File: config.mk
export PLATFORM = sky130hd
export DESIGN_NAME = serial_paralelo_align
export DESIGN_NICKNAME = d
export VERILOG_FILES = /design/src/rtl/serial_paralelo_align_pkg.sv /design/src/rtl/serial_paralelo_align.sv
export SDC_FILE = /design/constraint.sdc
export NUM_CORES = 1
export LEC_CHECK = 0
export ABC_AREA = 1
export ABC_CLOCK_PERIOD_IN_PS = 1300
export CAP_MARGIN = 20
export CORE_ASPECT_RATIO = 0.8
export CORE_MARGIN = 5
export CORE_UTILIZATION = 40
export CTS_CLUSTER_SIZE = 28
export DETAILED_ROUTE_END_ITERATION = 10
export SLEW_MARGIN = 0
export SYNTH_ARGS = -nofsm -noshare
export SYNTH_HDL_FRONTEND = slang
export SYNTH_SLANG_ARGS = --single-unit
File: constraint.sdc
create_clock -name clk_32f -period 1.3 [get_ports clk_32f]
set_input_delay 0.39 -clock clk_32f [delete_from_list [all_inputs] [get_ports clk_32f]]
set_output_delay 0.39 -clock clk_32f [all_outputs]
set_load 0.05 [all_outputs]
File: src/rtl/serial_paralelo_align_pkg.sv
// Shared definitions for the serial lane, used by both the transmit-side
// serializer and the receive-side aligner/deserializer.
//
// Contents:
//    COM_CHAR          - comma character used to find byte alignment
//    IDLE_CHAR         - idle fill character sent between data bytes
//    BC_THRESH_DEFAULT - consecutive aligned COMs needed before lock
//    alignState_t      - receiver alignment state encoding
package serial_paralelo_align_pkg;

   localparam logic [7:0] COM_CHAR          = 8'hBC;
   localparam logic [7:0] IDLE_CHAR         = 8'h7C;
   localparam int         BC_THRESH_DEFAULT = 4;

   // Encoding 2'd3 is unused; the receiver treats it as a reason to re-hunt.
   typedef enum logic [1:0] {
      HUNT   = 2'd0,
      SYNC   = 2'd1,
      ACTIVE = 2'd2
   } alignState_t;

endpackage

File: src/rtl/serial_paralelo_align.sv
// Receive-side deserializer for the PHY serial lane.
//
// The lane carries bytes MSB-first, one bit per clk_32f. The block hunts
// for COM_CHAR at any bit offset, then confirms alignment by seeing
// BC_THRESH consecutive COMs on 8-bit boundaries. Once locked it emits one
// byte every 8 clocks, flagging whether that byte is real data or fill.
//
// Ports:
//    clk_32f     - bit clock, the only clock in the block
//    rst_L       - asynchronous active-low reset
//    data_in     - serial bit, sampled on posedge clk_32f
//    data_out    - last complete byte received while locked (held 8 clocks)
//    valid_out   - data_out is neither COM_CHAR nor IDLE_CHAR
//    byte_strobe - one-cycle pulse on the edge data_out updates
//    active      - alignment locked
module serial_paralelo_align #(
   parameter int         BC_THRESH = serial_paralelo_align_pkg::BC_THRESH_DEFAULT,
   parameter logic [7:0] COM_CHAR  = serial_paralelo_align_pkg::COM_CHAR,
   parameter logic [7:0] IDLE_CHAR = serial_paralelo_align_pkg::IDLE_CHAR
) (
   input  logic       clk_32f,
   input  logic       rst_L,
   input  logic       data_in,
   output logic [7:0] data_out,
   output logic       valid_out,
   output logic       byte_strobe,
   output logic       active
);

   import serial_paralelo_align_pkg::*;

   logic [7:0]  shiftReg_q;
   logic [7:0]  shiftReg_d;
   logic [2:0]  bitCnt_q;
   logic [3:0]  comCnt_q;
   alignState_t state_q;
   logic [7:0]  dataOut_q;
   logic        validOut_q;
   logic        byteStrobe_q;
   logic        active_q;

   logic        boundary;
   logic        isCom;
   logic        lastCom;

   // The byte including the bit being sampled on this edge. Every decision
   // looks at this value so a byte is recognised on the edge of its last bit.
   assign shiftReg_d = {shiftReg_q[6:0], data_in};
   assign boundary   = (bitCnt_q == 3'd7);
   assign isCom      = (shiftReg_d == COM_CHAR);
   assign lastCom    = ((comCnt_q + 4'd1) == 4'(BC_THRESH));

   assign data_out    = dataOut_q;
   assign valid_out   = validOut_q;
   assign byte_strobe = byteStrobe_q;
   assign active      = active_q;

   // Serial shift register, always running regardless of alignment state.
   always_ff @(posedge clk_32f or negedge rst_L) begin
      if (!rst_L) begin
         shiftReg_q <= 8'h00;
      end else begin
         shiftReg_q <= shiftReg_d;
      end
   end

   // Bit position within the aligned byte. Held at zero while hunting so
   // the first hunt match starts a fresh byte; in SYNC a mismatch at the
   // boundary wraps 7->0, which agrees with the zero HUNT expects.
   always_ff @(posedge clk_32f or negedge rst_L) begin
      if (!rst_L) begin
         bitCnt_q <= 3'd0;
      end else if ((state_q == SYNC) || (state_q == ACTIVE)) begin
         bitCnt_q <= bitCnt_q + 3'd1;
      end else begin
         bitCnt_q <= 3'd0;
      end
   end

   // Count of consecutive aligned COMs; the hunt match itself counts as one.
   // Frozen once locked since alignment is never re-checked.
   always_ff @(posedge clk_32f or negedge rst_L) begin
      if (!rst_L) begin
         comCnt_q <= 4'd0;
      end else begin
         case (state_q)
            HUNT: begin
               comCnt_q <= isCom ? 4'd1 : 4'd0;
            end
            SYNC: begin
               if (boundary) begin
                  comCnt_q <= isCom ? (comCnt_q + 4'd1) : 4'd0;
               end
            end
            ACTIVE: begin
               comCnt_q <= comCnt_q;
            end
            default: begin
               comCnt_q <= 4'd0;
            end
         endcase
      end
   end

   // Alignment FSM with registered outputs. Outputs only move in ACTIVE
   // (plus active itself on the locking edge), and data_out/valid_out are
   // held between boundaries so a 4f-rate sampler sees stable values.
   always_ff @(posedge clk_32f or negedge rst_L) begin
      if (!rst_L) begin
         state_q      <= HUNT;
         dataOut_q    <= 8'h00;
         validOut_q   <= 1'b0;
         byteStrobe_q <= 1'b0;
         active_q     <= 1'b0;
      end else begin
         byteStrobe_q <= 1'b0;
         case (state_q)
            HUNT: begin
               if (isCom) begin
                  state_q <= SYNC;
               end
            end
            SYNC: begin
               if (boundary) begin
                  if (isCom && lastCom) begin
                     state_q  <= ACTIVE;
                     active_q <= 1'b1;
                  end else if (!isCom) begin
                     state_q <= HUNT;
                  end
               end
            end
            ACTIVE: begin
               if (boundary) begin
                  dataOut_q    <= shiftReg_d;
                  validOut_q   <= (shiftReg_d != COM_CHAR) && (shiftReg_d != IDLE_CHAR);
                  byteStrobe_q <= 1'b1;
               end
            end
            default: begin
               state_q  <= HUNT;
               active_q <= 1'b0;
            end
         endcase
      end
   end

endmodule

Word level (Yosys, flattened, before mapping)

Cells that the tools add are included.

Bitwise logic cells: 2
Mux-type cells: 15
Equal/unequal tests: 11
Reduce and logical (&&, ||, !) cells: 9
Add/sub/neg operators: 2

Operator list:

| kind                                                                    | count |
|---|---|
| 4-bit one-hot mux with 3 select lines                                   | 1 |
| 8-bit equality test, second input constant                              | 1 |
| 2-bit two-way mux                                                       | 4 |
| 4-bit two-way mux                                                       | 2 |
| 8-bit by 7-bit inequality test with 1-bit output, second input constant | 1 |
| 8-bit inequality test, second input constant                            | 1 |
| 2-bit one-hot mux with 3 select lines                                   | 1 |
| 1-bit two-way mux                                                       | 5 |
| 4-bit by 1-bit adder with 4-bit output, second input constant           | 1 |
| 4-bit by 3-bit equality test with 1-bit output, second input constant   | 1 |
| 2-bit inequality test, second input constant                            | 2 |
| 2-bit AND reduction                                                     | 2 |
| 4-bit AND reduction                                                     | 1 |
| 3-bit by 1-bit adder with 3-bit output, second input constant           | 1 |
| 3-bit equality test, second input constant                              | 1 |
| 3-bit two-way mux                                                       | 1 |
| 3-bit by 2-bit inequality test with 1-bit output, second input constant | 1 |
| 3-bit AND reduction                                                     | 1 |
| 2-bit by 1-bit equality test with 1-bit output, second input constant   | 1 |
| 2-bit equality test, second input constant                              | 1 |
| 1-bit logical AND                                                       | 2 |
| 2-bit logical NOT                                                       | 1 |
| 2-bit by 1-bit inequality test with 1-bit output, second input constant | 1 |
| 1-bit NOT                                                               | 2 |
| 3 further kinds                                                         | 3 |

Flip-flop bits (word level): 27
Output and inout bits: 11
Word-level logic and storage cells: 47
Bits of input ports: 3

Longest topological paths before layout

Depth in word-level cells: 6
Mapped depth: 10
Depth with buffers taken out: 10

Worst setup path before layout

OpenSTA, ideal clock, no wires.

Kind: register -> register
From: register bitCnt_q[0]
To: register state_q[0]
Clock period less this slack: 1336 ps
Data arrival time: 1220 ps
Stages on the path, launching flop included: 9
Library setup time: 116 ps
Required time: 1184 ps
Slack: -36 ps
Path buffers: 0
Path through: dfrtp_1 -> ha_1 -> ha_1 -> nor2_2 -> nor2_4 -> nand2_1 -> nand2_2 -> nand3_1 -> nand2_1

Longest elaborated chain between the ends: 3

RTL lines:

| element                                | line                         | source |
|---|---|---|
| start: declaration                     | serial_paralelo_align.sv:34  | `logic [2:0] bitCnt_q;` |
| start signal: assignment               | serial_paralelo_align.sv:74  | `bitCnt_q <= bitCnt_q + 3'd1;` |
| 3-bit equality test                    | serial_paralelo_align.sv:49  | `assign boundary = (bitCnt_q == 3'd7);` |
| 2-bit inequality test (no source line) | n/a                          |  |
| 4-bit AND reduction (no source line)   | n/a                          |  |
| end signal: assignment                 | serial_paralelo_align.sv:110 | `state_q <= HUNT;` |
| end signal: assignment                 | serial_paralelo_align.sv:120 | `state_q <= SYNC;` |
| end signal: assignment                 | serial_paralelo_align.sv:126 | `state_q <= ACTIVE;` |
| end: declaration                       | serial_paralelo_align.sv:36  | `alignState_t state_q;` |

Every way passes these cells.
A chain may end at the register's enable or synchronous reset.

Worst setup path in the final report

From: register bitCnt_q[0]
To: register comCnt_q[3]

Longest elaborated chain between the ends: 3

RTL lines:

| element                                | line                        | source |
|---|---|---|
| 3-bit equality test                    | serial_paralelo_align.sv:49 |  |
| 2-bit inequality test (no source line) | n/a                         |  |
| 2-bit AND reduction (no source line)   | n/a                         |  |
| end signal: assignment                 | serial_paralelo_align.sv:88 | `comCnt_q <= isCom ? 4'd1 : 4'd0;` |
| end signal: assignment                 | serial_paralelo_align.sv:92 | `comCnt_q <= isCom ? (comCnt_q + 4'd1) : 4'd0;` |
| end signal: assignment                 | serial_paralelo_align.sv:96 | `comCnt_q <= comCnt_q;` |
| end: declaration                       | serial_paralelo_align.sv:35 | `logic [3:0] comCnt_q;` |

Every way passes these cells.

==> summary.txt <==
Yosys
  – Synth cell types: 19
  – Post-synthesis register bit count: 27
  – Sequential area share after synthesis: 0.578
  – Syn nets: 133
  – Synth area leaders: dfrtp_1 58%, nand2_1 13%, ha_1 6.4%, inv_1 4.2%, nand2_2 2.7%
  – Yosys top cell area share: 0.578
  – Synth Instances: 124
  – Mean Syn Cell Area: 9.43 µm²
  – Cell area after synthesis: 1170 µm²
  – Yosys warning total: 0
  – Largest area contributor in the netlist: dfrtp_1

Pwr
  – Internal: 1.51 mW
  – Switch share: 0.300
  – NetSw: 0.649 mW
  – P per Cell Area: 1250 nW/µm²
  – Comb pwr share: 0.340
  – Leakage power: 0.853 nW
  – Clock Power Share: 0.217
  – Total power: 2.16 mW
  – Peak VDD IR: 930 µV
  – Flop pwr share: 0.443

Clock network
  – Clk buf depth: 2
  – H-tree levels: 1
  – Clk_lat worst skew: 0.27 ns
  – Clock root cell: clkbuf_8
  – Post-CTS Hold Buffers: 0
  – CTS tree: done
  – CTS sink cnt: 27
  – Total CTS buffers: 3
  – Clock-pin transition on the worst setup and hold timing paths: 0.09 ns

STA
  – Max Clock Skew: 0.00150 ns
  – Final hold violations: 0
  – Max-slew violations: 0
  – Slew HR: 0.806
  – FMAX: 723 MHz
  – Tmin final: 1.38 ns
  – Worst slew pin tran: 0.290 ns
  – RSZ-0062 raised after global routing: true
  – Final worst setup slack: -0.0837 ns
  – Final setup violation count: 12
  – Final cycle utilization of the critical path: 1.06

Placed design
  – Placed Cells: 181
  – Hpwl dp: 1.63 mm
  – GP Congestion: 0.823
  – Port Buffer Count: 13

Global routing
  – Vias in the first global route: 875
  – Largest net degree at the start of global routing: 28
  – Total Routing Usage GR: 0.119
  – First-pass GRT wire length: 3.90 mm
  – Total grt overflow: 0
  – Initial antenna violation count: 0

Drt
  – Via/cell ratio: 4.50
  – Remaining DRCs: 0
  – DRT antenna net count: 0
  – Via Count: 869
  – Post-Route WL: 2.25 mm
  – Drt pass-1 iters: 2
  – Routed wire per std cell: 11.6 µm
  – Initial DRC count: 18

Worst hold path
  – HP Start: shiftReg_q[1]
  – HP Class: reg -> reg
  – Hold path depth: 0
  – Hold endpoint: shiftReg_q[2]

Die
  – Die W: 70.5 µm
  – I/O Pins: 14
  – Die height: 58.4 µm
  – Initial Util: 0.420
  – Core ar.: 2790 µm²
  – Rows: 17
  – Die ar.: 4110 µm²

Setup path
  – Critical path capture point type: flop
  – Critical Path RT: 1.45 ns
  – Reg2Reg Depth: 8
  – FF-to-FF End: comCnt_q[3]
  – Reg2reg start: bitCnt_q[0]
  – Crit Path Max Fanout: 4
  – Critical Setup Path Class: reg -> reg
  – Critical Path Source Type: flop
  – R2r setup slk: -0.08 ns
  – Critical Path AT: 1.53 ns

Finish
  – Most frequent cells in the layout: 38 x nand2_1, 26 x dfrtp_1, 13 x buf_12
  – Fillers: 243
  – Most common cell after layout, fill and taps aside: nand2_1
  – N_diodes: 0
  – Post-layout nets: 165
  – Layout area overhead: 47.2%
  – Fin cells: 193
  – Layout cells sized above 1: 0.394

Job
  – Maxcap violations: 0

Status
  – Failing checks: setup timing
  – Status: finished, violations left
-- critical path, cell delays in order (launching register included) --
cell and delay [ns]:
dfrtp_1 0.40, ha_2 0.19, ha_4 0.16, nor2_4 0.11, nor2_4 0.06, buf_12 0.12, buf_6 0.11, nand2_4 0.06
o22ai_2 0.06
-- worst max-delay path by stage --
| stage | from | endpoint | slack [ns] | cells past startpoint |
|---|---|---|---|---|
| after floorplan | bitCnt_q[0] | state_q[0] | 0.002 | 8 |
| after global placement | data_in | state_q[1] | -0.33 | 9 |
| after detailed placement | data_in | state_q[0] | -0.39 | 9 |
| after CTS | state_q[0] | state_q[0] | -0.04 | 9 |
| after global routing | state_q[1] | state_q[1] | -0.16 | 10 |
| final | bitCnt_q[0] | comCnt_q[3] | -0.08 | 8 |
-- Yosys cell counts --
cell type,number
nor2_1,7
nand2_2,5
nor2_2,4
nor2_4,2
inv_1,13
inv_2,2
nand3_2,1
nand3_1,5
nor3_4,1
clkinv_1,1
dfrtp_1,27
a21oi_1,2
o21ai_0,2
buf_2,1
nand4_1,1
o21ai_1,1
nand2_1,41
ha_1,6
o22ai_1,2
-- stage by stage --
stage	setup TNS [ns]	area [µm²]	util	worst slack, ns	hold WS [ns]
2_1_floorplan	0	1180	-	0.00237	0.0944
3_3_place_gp	-2.35	1530	0.548	-0.328	0.387
3_5_place_dp	-2.83	1530	0.548	-0.385	0.393
4_1_cts	-0.226	1640	0.587	-0.0379	0.413
5_1_grt	-1.48	1720	0.618	-0.160	0.414
6_report	-0.617	1720	0.618	-0.0837	0.413
-- power groups by stage --
stage | registers [mW] | logic [mW] | clock network [mW]
after global placement | 0.952 | 0.459 | 0
after floorplan | 0.950 | 0.313 | 0
after CTS | 0.954 | 0.544 | 0.481
final | 0.958 | 0.734 | 0.468
after global routing | 0.964 | 0.808 | 0.517
after detailed placement | 0.958 | 0.482 | 0
-- what timing repair did --
item / 4_1_cts / 5_1_grt
pin swaps: 11 / 8
cloned: 0 / 0
resized for setup: 15 / 9
buffers inserted: 2 / 6
endpoints found under the setup margin: 14 / 13
endpoints found under the hold margin: 0 / 0
-- routing by layer --
| metal | vias up | track usage | wire [µm] |
|---|---|---|---|
| met4 | 0 | 0.0410 | 29 |
| met3 | 2 | 0.0341 | 61 |
| met1 | 415 | 0.153 | 1040 |
| met5 | - | 0 | 0 |
| li1 | 442 | - | - |
| met2 | 10 | 0.196 | 1120 |
-- kinds of logic (layout without fill, tap and decap cells) --
kind of cell | Yosys count | count (layout) | synth area share
compound gates | 7 | 7 | 0.0321
flops | 27 | 27 | 0.578
fa+ha+maj | 6 | 6 | 0.0642
buf+inv | 17 | 48 | 0.0556
simple gates | 67 | 67 | 0.271
-- registers in the layout (all words and copies together), names as in the netlist --
| signal | flops |
|---|---|
| byte_strobe | 1 |
| bitCnt_q | 3 |
| data_out | 8 |
| state_q | 2 |
| comCnt_q | 4 |
| valid_out | 1 |
| active | 1 |
| shiftReg_q | 7 |
-- final cells by class --
| cell class | count | area, µm² | share of cell area |
|---|---|---|---|
| flip-flops and latches | 27 | 677 | 0.393 |
| multi-input cells | 80 | 499 | 0.290 |
| repair buffers | 28 | 388 | 0.225 |
| inverters | 16 | 65.1 | 0.0378 |
| well taps | 38 | 47.5 | 0.0276 |
| clock buffers | 4 | 45.0 | 0.0262 |
Power figures use the tool's default switching activity.
==> patch 1: new RTL, same flow settings <==
Re-encode `alignState_t` (3 states) as one-hot, 3 bits wide.
--- a/src/rtl/serial_paralelo_align_pkg.sv
+++ b/src/rtl/serial_paralelo_align_pkg.sv
@@ -15,6 +15,6 @@
    // Encoding 2'd3 is unused; the receiver treats it as a reason to re-hunt.
-   typedef enum logic [1:0] {
-      HUNT   = 2'd0,
-      SYNC   = 2'd1,
-      ACTIVE = 2'd2
+   typedef enum logic [2:0] {
+      HUNT   = 3'b001,
+      SYNC   = 3'b010,
+      ACTIVE = 3'b100
    } alignState_t;
Function: no difference found for any inputs over 10 cycles, from zero or initial values and one cycle with rst_L low; not proved beyond that.
==> patch 1 against the unedited design <==
  * Via count grew 3.2%
  * Sequential share of layout area grew 2.0 points
  * Design area shrank 1.2%
  * Sequential cell count grew 1
  * Synthesized cell count grew 6.5%
  * First-iteration DRC count grew 140%
  * Worst setup slack gained 0.10 ns
  * Wire length grew 2.8%
  * Non-clock buffer count shrank 4
  * Area after synthesis grew 5.7%
  * Largest cell class unchanged
Power is not compared: it rests on default switching activity, and its combinational part moved more than twofold at a synthesized area within 25%.
==> patch 1: results (changes against the unedited design) <==
STATUS='completed'
FINAL.FILL_COUNT=273  # +12%
MIN_DELAY_WORST_ENDPOINT='shiftReg_q[0]'
MET2WIRELENGTH_UM=1090  # -2.4%
SYNTH_FA_HA_AREA_SHARE_PCT=3.04  # -3.4 points
FF2FF_SETUP_SLACK_NS=0.02  # +0.10 ns
GPL.FINAL_WEIGHTED_CONGESTION=0.815  # -1.0%
GLOBALROUTETOTALUTIL_PCT=12.0  # +0.11 points
PLACEDINSTANCEAREA_SQ_UM=1560  # +2.1%
SYNTH_TOP_CELLS_BY_COUNT='nand2_1, dfrtp_1, inv_1'
ASYNCSETRESETFLOPFRACSYNTH_PCT=100  # unchanged
FIRST_PASS_DRT_ITERATIONS=4  # +2
STDCELL_AREA_SQ_UM=1700  # -1.2%
GRT_START_MAX_NET_PINS=29  # +3.6%
DP_HPWL_UM=1640  # +0.70%
POST_SYNTH_MAIN_AREA_CONTRIBUTORS='dfrtp_1, nand2_1, inv_1'
DRT-INITIAL-DRC-COUNT=43  # +25
ROUTE.LAYER.MET1.WL_UM=1110  # +6.9%
TOPROUTINGLAYERUSED='met4'
DRIVE_ABOVE_1_SHARE_PCT=32.7  # -6.7 points
NUMBER_OF_GLOBAL_ROUTE_VIAS_BEFORE_REPAIR=895  # +2.3%
FIN_SKEW_NS=0.00382  # +0.00232 ns
SEQUENTIAL_AREA_SHARE_AFTER_SYNTHESIS_PCT=56.8  # -0.97 points
WORSTHOLDSTART='data_in'
FINAL_NETS=166  # +0.61%
VIA_PER_INST=4.51  # +0.11%
POST_CTS.RESIZED_INSTANCES=6  # -9
CLOCK_TREE.BUFFER_DEPTH=2  # unchanged
SYNTH_COMPOUND_GATE_AREA_SHARE_PCT=5.26  # +2.1 points
CRIT_PATH_MAX_FANOUT=10  # +6
POST_SYNTH_NUM_CELL_TYPES=21  # +2
POST_SYNTH_XOR_AREA_FRACTION_PCT=0  # unchanged
MIN_PATH_TYPE='in -> reg'
FF2FF_PATH_DEPTH=6  # -2
YOSYS_WARNINGS=0  # unchanged
WORST_HOLD_PATH.NUM_CELLS=1  # +1
WORST_SLEW_PIN_SLEW_NS=0.182  # -0.108 ns
GRT_PASS1_WL_UM=4020  # +3.2%
DR_WL_MET3_UM=84  # +38%
POSTSYNTHNETCOUNT=138  # +3.8%
WL_UM=2310  # +2.8%
NUMBER_OF_BUFFERS_ADDED_FOR_SETUP_AFTER_CTS=1  # -1
-- patch 1: metal layers --
layer / track usage, % / vias to the layer above
li1: - / 464
met1: 16.2 / 414
met2: 18.9 / 17
met3: 3.19 / 2
met4: 4.02 / 0
met5: 0 / -
-- patch 1: cell type report --
type	instances	share of cell area [%]
flip-flops and latches	28	41.3
multi-input cells	82	27.6
repair buffers	24	19.9
inverters	21	5.08
clock buffers	4	3.24
well taps	40	2.94
-- patch 1: cells by family (layout without fill, tap and decap cells) --
logic type,count (synthesis),in the layout
compound gates,9,9
fa+ha+maj,3,3
buf+inv,22,49
flops,28,28
simple gates,70,70
-- patch 1: stage by stage --
| stage | instances | setup WS (ns) | hold WS, ns |
|---|---|---|---|
| after CTS | 193 | 0.00859 | 0.390 |
| after floorplan | 132 | 0.00669 | 0.0944 |
| after global placement | 188 | -0.368 | 0.387 |
| after global routing | 199 | -0.0503 | 0.400 |
| after detailed placement | 188 | -0.406 | 0.395 |
| final | 199 | 0.0180 | 0.399 |
==> patch 2: new RTL, config.mk and constraints unchanged <==
Without the edit above. Register the output `data_out` once more, without a reset; this adds one clock of latency there. The other outputs are not delayed to match. Comments in the files are not updated.
--- a/src/rtl/serial_paralelo_align.sv
+++ b/src/rtl/serial_paralelo_align.sv
@@ -52,3 +52,5 @@
 
-   assign data_out    = dataOut_q;
+   always_ff @(posedge clk_32f) begin
+      data_out <= dataOut_q;
+   end
    assign valid_out   = validOut_q;
Formal check against the unedited RTL: no difference found for any inputs over 10 cycles, from zero or initial values and one cycle with rst_L low; that may be too few to reach the edited logic, so the function may still have changed.
==> patch 2 against the unedited design <==
  * The run still ends with setup timing left
  * Area after synthesis is 12% higher
  * Sequential cell count is 8 higher
  * Worst setup slack gained 0.010 ns
  * Sequential power rose by 26%
  * Design area is 13% higher
  * Wire length up 12%
  * Global-route usage increased by 1.2 points
  * Total power grew 26%
  * Critical path type unchanged
  * Critical endpoint is now comCnt_q[2]
==> patch 2: results (changes against the unedited design) <==
HOLD_VIOL_FINAL=0  # unchanged
WORSTPATHARRIVAL_NS=1.58  # +0.05 ns
MIN_PATH_TYPE='reg -> reg'
FAILING_CHECKS='setup timing'
CTS_INSERTED_BUFFERS=5  # +2
ASYNCSETRESETFLOPFRACSYNTH_PCT=77.1  # -23 points
FINALSETUPVIOLCOUNT=4  # -8
PLACEDINSTANCEAREA_SQ_UM=1690  # +11%
SWITCHING_SHARE_PCT=27.9  # -2.1 points
LARGEST_REGISTERS='dataOut_q x8, data_out x8, shiftReg_q x7'
DRT-INITIAL-DRC-COUNT=95  # +77
NUMBER_OF_ANTENNA_VIOLATIONS_AT_THE_FIRST_CHECK_IN_GLOBAL_ROUTING=0  # unchanged
LAYOUT.AREA.SEQ_SQ_UM=837  # +24%
FINAL.HOLD.WORST_SLACK_NS=0.371  # -0.0417 ns
SETUP.WORST_PATH.START='bitCnt_q[0]'
FF2FF_PATH_DEPTH=7  # -1
DRIVE_ABOVE_1_SHARE_PCT=39.6  # +0.28 points
CLOCKROOTBUFFER='clkbuf_8'
SYNTH_CELLS=129  # +4.0%
POSTSYNTHNETCOUNT=138  # +3.8%
RR_ENDPOINT='comCnt_q[2]'
WORSTHOLDSTART='dataOut_q[2]'
WORST_SLEW_PIN_SLEW_NS=0.210  # -0.0798 ns
CLK_PIN_SLEW_NS=0.07  # -0.02 ns
WIRE_PER_INST_UM=12.3  # +5.6%
SYNTH_TOP_CELLS_BY_COUNT='nand2_1, dfrtp_1, inv_1'
DP_HPWL_UM=1650  # +1.4%
P_LEAK_nW=0.934  # +9.4%
CTS_MAX_LEVEL=2  # +1
DPL_WORST_SLACK_NS=-0.451  # -0.0657 ns
SEQUENTIAL_AREA_SHARE_AFTER_SYNTHESIS_PCT=64.0  # +6.2 points
PLACE_INST=191  # +5.5%
CRIT_PATH_MAX_FANOUT=4  # unchanged
GLOBALROUTETOTALUTIL_PCT=13.1  # +1.2 points
TOTALNEGATIVESETUPSLACK_NS=-0.248  # +0.370 ns
FINAL.FILL_COUNT=249  # +2.5%
POST_SYNTH_MAIN_AREA_CONTRIBUTORS='dfrtp_1, dfxtp_1, nand2_1'
NUMBER_OF_GLOBAL_ROUTE_VIAS_BEFORE_REPAIR=989  # +13%
GPL.FINAL_WEIGHTED_CONGESTION=0.808  # -1.8%
LAYOUT_SETUP_WS_NS=-0.0735  # +0.0102 ns
POST_SYNTH_NUM_CELL_TYPES=18  # -1
VDD_IR_DROP_MAX_V=0.000923  # -0.69%
VIA_PER_INST=4.51  # +0.27%
GRT_PASS1_WL_UM=4290  # +10%
FIN_SKEW_NS=0.00365  # +0.00216 ns
FINAL_NETS=172  # +4.2%
STATUS='finished, violations left'
WL_UM=2510  # +12%
patch 2: changes by cell type after synthesis, moves of 2 or more:
cell,before,now
dfxtp_1,0,8
inv_1,13,11
inv_2,2,4
nand2_2,5,3
nor2_1,7,4
o21ai_1,1,3
patch 2: worst min-delay path by stage:
stage | to | cells after the start
after floorplan | active | 0
after global placement | data_out[2] | 0
after detailed placement | data_out[4] | 0
after CTS | data_out[2] | 0
after global routing | data_out[2] | 0
final | data_out[2] | 0
patch 2: layout make-up:
class	instances	area share [%]
flip-flops and latches	35	43.2
multi-input cells	78	26.6
inverters	15	3.04
clock buffers	8	5.17
well taps	40	2.58
repair buffers	28	19.4
patch 2: power groups by stage:
stage               sequential (mW)  combinational [mW]  clock (mW)
floorplan                      1.20               0.292           0
global placement               1.20               0.477           0
detailed placement             1.20               0.501           0
CTS                            1.20               0.601       0.855
global route                   1.22               0.747       0.909
finish                         1.21               0.671       0.838
patch 2: what timing repair did:
item | CTS | global route
hold buffers | 0 | 0
hold endpoints to repair | 0 | 0
pin swaps | 10 | 8
setup buffers | 3 | 3
resized for setup | 17 | 8
endpoints found under the setup margin | 6 | 14
cloned | 0 | 0
patch 2: metal layers:
metal / share of wire (%) / up-vias / GRT usage [%]
met5: 0 / - / 0
met4: 1.7 / 0 / 5.17
met3: 4.5 / 7 / 6.20
met2: 50 / 15 / 22.3
met1: 43 / 428 / 14.4
li1: - / 471 / -
patch 2: cells by family after synthesis:
kind of cell | count (synthesis) | synth area share (%)
and+or+nand+nor | 63 | 21.8
DFF | 35 | 64.0
buffers and inverters | 16 | 4.69
AOI/OAI and AO/OA | 9 | 3.74
adders and majority gates | 6 | 5.75
patch 2: worst reg2reg max path, stage by stage (launching register included):
cell and delay [ns]:
dfrtp_1 0.41, ha_4 0.18, ha_4 0.16, nor2_4 0.13, nor2_4 0.07, buf_6 0.12
buf_6 0.11, o22ai_2 0.12
